--- src/rtl/mmio_series_accel_pkg.sv ---
// Shared definitions for the memory-mapped power-series accelerator:
// register offsets, mode/state encodings and status/config bit positions.
package mmio_series_accel_pkg;

    localparam logic [31:0] OFF_OP     = 32'h00;
    localparam logic [31:0] OFF_ANS    = 32'h04;
    localparam logic [31:0] OFF_CTRL   = 32'h08;
    localparam logic [31:0] OFF_NTERMS = 32'h0C;
    localparam logic [31:0] OFF_CFG    = 32'h10;
    localparam logic [31:0] OFF_STATUS = 32'h14;

    typedef enum logic {
        MODE_SUM = 1'b0,
        MODE_POW = 1'b1
    } mode_e;

    typedef enum logic {
        ST_IDLE = 1'b0,
        ST_RUN  = 1'b1
    } state_e;

    localparam int STAT_DONE = 0;
    localparam int STAT_OVF  = 1;
    localparam int STAT_BUSY = 2;

    localparam int CFG_MODE = 0;
    localparam int CFG_IEN  = 1;

endpackage

--- src/rtl/series_datapath.sv ---
// Series accumulator: holds ANS, the running term x^k and the term index k.
// o_ovf flags a carry or product overflow for the step being taken this cycle.
module series_datapath
    import mmio_series_accel_pkg::*;
#(
    parameter int DATA_W = 32,
    parameter int CNT_W  = 5
) (
    input  logic              clk,
    input  logic              reset,
    input  logic              i_load,
    input  logic              i_step,
    input  mode_e             i_mode,
    input  logic [DATA_W-1:0] i_x,
    input  logic [CNT_W-1:0]  i_n,
    output logic [DATA_W-1:0] o_ans,
    output logic              o_ovf,
    output logic              o_last
);

    logic [DATA_W-1:0]   r_ans;
    logic [DATA_W-1:0]   r_term;
    logic [CNT_W-1:0]    r_k;
    logic [DATA_W:0]     w_sum;
    logic [2*DATA_W-1:0] w_prod;
    logic                w_carry;
    logic                w_prod_hi;

    assign w_sum     = {1'b0, r_ans} + {1'b0, r_term};
    assign w_prod    = {{DATA_W{1'b0}}, r_term} * {{DATA_W{1'b0}}, i_x};
    assign w_carry   = (i_mode == MODE_SUM) && w_sum[DATA_W];
    assign w_prod_hi = |w_prod[2*DATA_W-1:DATA_W];

    assign o_ans  = r_ans;
    assign o_last = (r_k == i_n);
    assign o_ovf  = i_step && (w_carry || w_prod_hi);

    always_ff @(posedge clk or posedge reset) begin
        if (reset) begin
            r_ans  <= '0;
            r_term <= '0;
            r_k    <= '0;
        end else if (i_load) begin
            r_ans  <= DATA_W'(1);
            r_term <= i_x;
            r_k    <= CNT_W'(1);
        end else if (i_step) begin
            r_ans  <= (i_mode == MODE_SUM) ? w_sum[DATA_W-1:0] : r_term;
            r_term <= w_prod[DATA_W-1:0];
            r_k    <= r_k + CNT_W'(1);
        end
    end

endmodule

--- src/rtl/mmio_series_accel.sv ---
// Bus-mapped power-series accelerator: address decode, config/status registers,
// IDLE/RUN sequencer and completion interrupt around series_datapath.
module mmio_series_accel
    import mmio_series_accel_pkg::*;
#(
    parameter int          DATA_W    = 32,
    parameter logic [31:0] BASE_ADDR = 32'h4000_0000,
    parameter int          MAX_TERMS = 16
) (
    input  logic              clk,
    input  logic              reset,
    input  logic              MemRead,
    input  logic              MemWrite,
    input  logic [31:0]       MemBus_Address,
    input  logic [DATA_W-1:0] MemBus_Write_Data,
    output logic [DATA_W-1:0] Device_Read_Data,
    output logic              irq
);

    localparam int CNT_W = $clog2(MAX_TERMS + 1);

    state_e            r_state;
    state_e            w_state_nxt;
    logic [DATA_W-1:0] r_op;
    logic [CNT_W-1:0]  r_nterms;
    mode_e             r_mode;
    logic              r_ien;
    logic              r_done;
    logic              r_ovf;
    logic              r_irq;

    logic w_hit_op, w_hit_ans, w_hit_ctrl, w_hit_nterms, w_hit_cfg, w_hit_status;
    logic w_busy, w_cfg_wr, w_start, w_w1c;
    logic w_load, w_step, w_finish;
    logic w_dp_ovf, w_dp_last;
    logic [DATA_W-1:0] w_ans;
    logic [CNT_W-1:0]  w_n_clamped;
    logic [DATA_W-1:0] w_rdata;

    assign w_hit_op     = (MemBus_Address == BASE_ADDR + OFF_OP);
    assign w_hit_ans    = (MemBus_Address == BASE_ADDR + OFF_ANS);
    assign w_hit_ctrl   = (MemBus_Address == BASE_ADDR + OFF_CTRL);
    assign w_hit_nterms = (MemBus_Address == BASE_ADDR + OFF_NTERMS);
    assign w_hit_cfg    = (MemBus_Address == BASE_ADDR + OFF_CFG);
    assign w_hit_status = (MemBus_Address == BASE_ADDR + OFF_STATUS);

    // Operand/config registers are frozen while a run is in flight; only W1C gets through.
    assign w_busy   = (r_state == ST_RUN);
    assign w_cfg_wr = MemWrite && !w_busy;
    assign w_start  = w_cfg_wr && w_hit_ctrl && MemBus_Write_Data[0];
    assign w_w1c    = MemWrite && w_hit_status;

    always_comb begin
        w_n_clamped = MemBus_Write_Data[CNT_W-1:0];
        if (MemBus_Write_Data == '0)
            w_n_clamped = CNT_W'(1);
        else if (MemBus_Write_Data > DATA_W'(MAX_TERMS))
            w_n_clamped = CNT_W'(MAX_TERMS);
    end

    always_ff @(posedge clk or posedge reset) begin
        if (reset)
            r_state <= ST_IDLE;
        else
            r_state <= w_state_nxt;
    end

    always_comb begin
        w_state_nxt = r_state;
        w_load      = 1'b0;
        w_step      = 1'b0;
        w_finish    = 1'b0;
        case (r_state)
            ST_IDLE: begin
                if (w_start) begin
                    w_load      = 1'b1;
                    w_state_nxt = ST_RUN;
                end
            end
            ST_RUN: begin
                if (w_dp_last) begin
                    w_finish    = 1'b1;
                    w_state_nxt = ST_IDLE;
                end else begin
                    w_step = 1'b1;
                end
            end
            default: w_state_nxt = ST_IDLE;
        endcase
    end

    always_ff @(posedge clk or posedge reset) begin
        if (reset) begin
            r_op     <= '0;
            r_nterms <= CNT_W'(5);
            r_mode   <= MODE_SUM;
            r_ien    <= 1'b0;
        end else if (w_cfg_wr) begin
            if (w_hit_op)
                r_op <= MemBus_Write_Data;
            if (w_hit_nterms)
                r_nterms <= w_n_clamped;
            if (w_hit_cfg) begin
                r_mode <= mode_e'(MemBus_Write_Data[CFG_MODE]);
                r_ien  <= MemBus_Write_Data[CFG_IEN];
            end
        end
    end

    // Hardware set beats a same-edge software clear.
    always_ff @(posedge clk or posedge reset) begin
        if (reset) begin
            r_done <= 1'b0;
            r_ovf  <= 1'b0;
            r_irq  <= 1'b0;
        end else begin
            r_irq <= r_done && r_ien;
            if (w_load)
                r_done <= 1'b0;
            else if (w_finish)
                r_done <= 1'b1;
            else if (w_w1c && MemBus_Write_Data[STAT_DONE])
                r_done <= 1'b0;
            if (w_load)
                r_ovf <= 1'b0;
            else if (w_dp_ovf)
                r_ovf <= 1'b1;
            else if (w_w1c && MemBus_Write_Data[STAT_OVF])
                r_ovf <= 1'b0;
        end
    end

    assign irq = r_irq;

    series_datapath #(
        .DATA_W (DATA_W),
        .CNT_W  (CNT_W)
    ) u_dp (
        .clk    (clk),
        .reset  (reset),
        .i_load (w_load),
        .i_step (w_step),
        .i_mode (r_mode),
        .i_x    (r_op),
        .i_n    (r_nterms),
        .o_ans  (w_ans),
        .o_ovf  (w_dp_ovf),
        .o_last (w_dp_last)
    );

    always_comb begin
        w_rdata = '0;
        if (MemRead) begin
            if (w_hit_op)
                w_rdata = r_op;
            else if (w_hit_ans)
                w_rdata = w_ans;
            else if (w_hit_ctrl)
                w_rdata[0] = w_busy;
            else if (w_hit_nterms)
                w_rdata[CNT_W-1:0] = r_nterms;
            else if (w_hit_cfg) begin
                w_rdata[CFG_MODE] = r_mode;
                w_rdata[CFG_IEN]  = r_ien;
            end else if (w_hit_status) begin
                w_rdata[STAT_DONE] = r_done;
                w_rdata[STAT_OVF]  = r_ovf;
                w_rdata[STAT_BUSY] = w_busy;
            end
        end
    end

    assign Device_Read_Data = w_rdata;

endmodule

--- config.mk ---
export PLATFORM = sky130hd
export DESIGN_NAME = mmio_series_accel
export DESIGN_NICKNAME = d
export VERILOG_FILES = /design/src/rtl/mmio_series_accel_pkg.sv /design/src/rtl/series_datapath.sv /design/src/rtl/mmio_series_accel.sv
export SDC_FILE = /design/constraint.sdc
export NUM_CORES = 2
export LEC_CHECK = 0
export CORE_UTILIZATION = 50
export DETAILED_ROUTE_END_ITERATION = 8
export PLACE_DENSITY_LB_ADDON = 0.15
export SLEW_MARGIN = 25
export SYNTH_ARGS = -nofsm -noshare
export SYNTH_HDL_FRONTEND = slang
export SYNTH_SLANG_ARGS = --single-unit
--- constraint.sdc ---
create_clock -name clk -period 19.51 [get_ports clk]
set_input_delay 3.902 -clock clk [delete_from_list [all_inputs] [get_ports clk]]
set_output_delay 3.902 -clock clk [all_outputs]
set_load 0.02 [all_outputs]
==> summary.md <==
| Metric | Value |
|---|---|
| Die W | `between 200 and 300 µm` |
| Pwr dens | `10.3 nW/µm²` |
| IO Port Bufs | `100` |
| CTS root buf | `clkbuf_16` |
| Overall Global Routing Usage | `0.315` |
| P_leak | `18.7 nW` |
| Yosys cell types | `97` |
| TritonCTS clock tree | `yes` |
| WP buf/inv | `2` |
| Critical path launch point type | `input pin` |
| Status | `finished clean` |
| CTS Hold Bufs | `0` |
| RSZ-0062 raised after global routing | `false` |
| Fmax achieved | `between 80 and 90 MHz` |
| Wirelength per Cell | `roughly 23 µm` |
| Post CTS Setup Buffer Count | `0` |
| Worst slew pin tran | `roughly 1200 ps` |
| Top post-synthesis cells by area | `fa_1, and2_1, ha_1` |
| Worst Path Arrival | `7220 ps` |
| Starting Density | `0.504` |
| First-pass GRT wire length | `196000 µm` |
| Synth Flop Type | `dfrtp_1` |
| Largest net degree at the start of global routing | `71` |
| Nets | `approximately 5600` |
| Final period util | `0.570` |
| Peak supply drop | `0.0000340 V` |
| Synth Net Count | `5678` |
| Cell Rows | `104` |
| CP Max Fanout | `31` |
| Vias in the first global route | `32544` |
| Top-area cell type share of the netlist area | `0.443` |
| Slew Limit Fails | `0` |
| Die area | `82300 µm²` |
| DRT antenna net count | `0` |
| Final hold viol count | `0` |
| IO Pins | `between 100 and 150` |
| Detailed-route wire length | `125000 µm` |
| Commonest cells after routing, fill and taps aside | `fa_1, inv_1, and2_1` |
| Filler cells | `roughly 7600` |
| Post-synth EDFFs | `0` |
| Slew headroom | `0.221` |
| # DRC | `0` |
| RePlAce Congestion | `between 0.9 and 1` |
| CTS buffer count | `9` |
| CP Class | `in2out` |
| Hold Slack | `510 ps` |
| Area grow syn2layout | `5.13%` |
| Die span in y | `approximately 290 µm` |
| H-tree Lvls | `3` |
| Setup TNS | `0 ps` |
| Commonest non-fill, non-tap cell in the layout | `fa_1` |
| Worst path slowest cell | `nor2b_4` |
| Largest buffer count on any clock path | `2` |
| Post-layout min period | `11120 ps` |
| Share of layout cells above drive strength 1 | `0.0418` |
| Mapped cell area | `40600 µm²` |
| Skew-Pair Late Insertion Delay | `390 ps` |
| Number of synthesis warnings | `0` |
| Cell Chain, Critical Path | `clkdlybuf4s50_1, nor4_1, nand4_2, nor4_1, nor2b_4, a222oi_1, nor2b_1, clkdlybuf4s50_1` |
| Antenna violations before repair | `7` |
| Initial drt markers | `roughly 2100` |
| Syn Inst Count | `4417` |
| Max cap viols | `0` |
| Drt pass-1 iters | `8` |
| DR vias/cell | `5.72` |
| Synth area leader | `fa_1` |
| GRT Residual Overflow | `0` |
| Via count | `30827` |
| Resize count post-CTS | `0` |
| DP Wirelength | `93900 µm` |
| Post-synth ARST share | `1.00` |
| Layout Skew | `16.7 ps` |
| Crit path capture type | `output port` |
| Syn_area_per_cell | `between 9 and 10 µm²` |
| Critical Path RT | `15610 ps` |
| # setup viols final | `0` |
| CTS clk-pin slew, worst paths | `70 ps` |
| #FFs+latches synth | `112` |
| Critical path's top delay family | `simple AND/OR/NAND/NOR gates` |
| CTS sink cnt | `112` |
| Max stage delay on crit path | `710 ps` |
| Sequential area share after synthesis | `0.0691` |
| CORE AREA | `80400 µm²` |
| Path category of the worst min-delay check | `reg2reg` |
## Yosys cell counts (18+ instances only)
master and number:
nand3_1 20, nor4_1 18, nor3_1 25, nand4_1 36, a22oi_1 59, clkbuf_1 249
a31oi_1 18, a21o_1 45, nor2b_1 45, mux2_2 38, nor2_1 75, xor2_1 39
nand2_1 539, inv_1 774, ha_1 296, xnor2_1 41, dfrtp_1 110, fa_1 897
a21oi_1 119, o21ai_0 86, and2_1 622
## final timing paths
check	startpoint	to	slack, ps	depth (start not counted)
min in group asynchronous	reset	irq$_DFF_PP0_	3940	2
worst min register to register	r_op[30]$_DFFE_PP0P_	r_op[30]$_DFFE_PP0P_	510	1
worst min-delay path	r_op[30]$_DFFE_PP0P_	r_op[30]$_DFFE_PP0P_	510	1
worst max-delay path	MemBus_Address[25]	Device_Read_Data[3]	8390	8
worst max register to register	u_dp.r_term[6]$_DFFE_PP0P_	r_ovf$_DFFE_PP0P_	10010	24
max in group asynchronous	reset	u_dp.r_term[16]$_DFFE_PP0P_	14450	3
## per-layer routing
metal / GRT usage / vias up / part of all wire
met4: 0.0826 / 4 / 0.031
met2: 0.542 / 937 / 0.50
met5: 0 / - / 0.00022
li1: - / 13357 / -
met3: 0.0299 / 188 / 0.054
met1: 0.426 / 16341 / 0.42
## through the flow
step | area [µm²] | instances | util | setup slack (ps) | total power [W]
global route | 42600 | 5391 | 0.530 | 8270 | 0.000456
CTS | 42600 | 5391 | 0.530 | 8470 | 0.000445
detailed placement | 42400 | 5375 | 0.527 | 8490 | 0.000262
finish | 42600 | 5393 | 0.530 | 8390 | 0.000441
global placement | 42400 | 5375 | 0.527 | 8140 | 0.000262
floorplan | 40600 | 4417 | - | 9800 | 0.000244
## cells by family after synthesis
logic type / count (synthesis) / synth area share
XOR/XNOR: 80 / 0.0173
flip-flops: 112 / 0.0691
adder cells (fa/ha/maj): 1193 / 0.534
multiplexers: 52 / 0.0140
AND/OR/NAND/NOR: 1439 / 0.184
buffers and inverters: 1056 / 0.100
AO/OA/AOI/OAI: 485 / 0.0811
## final cells by class
class                           count  area (µm²)  share of cell area
Multi-Input combinational cell   3249       33700               0.791
Timing Repair Buffer              180        1610              0.0376
Clock inverter                      6        45.0             0.00106
Sequential cell                   112        2810              0.0659
Antenna cell                        2        5.00            0.000117
Clock buffer                       10         229             0.00537
Inverter                          774        2910              0.0682
Tap cell                         1060        1330              0.0311
## sequential cells by signal, summed over array words and instances, names as in the netlist
register	count
r_ien	1
r_op	32
irq	1
r_state	1
r_nterms	5
u_dp.r_k	5
u_dp.r_term	32
r_ovf	1
u_dp.o_ans	32
r_done	1
r_mode	1
## power breakdown
group	switching [W]	internal (W)
logic	0.0000112	0.0000141
registers	0.0000000000646	0.000232
clock network	0.0000961	0.0000873
Power figures use the tool's default switching activity.
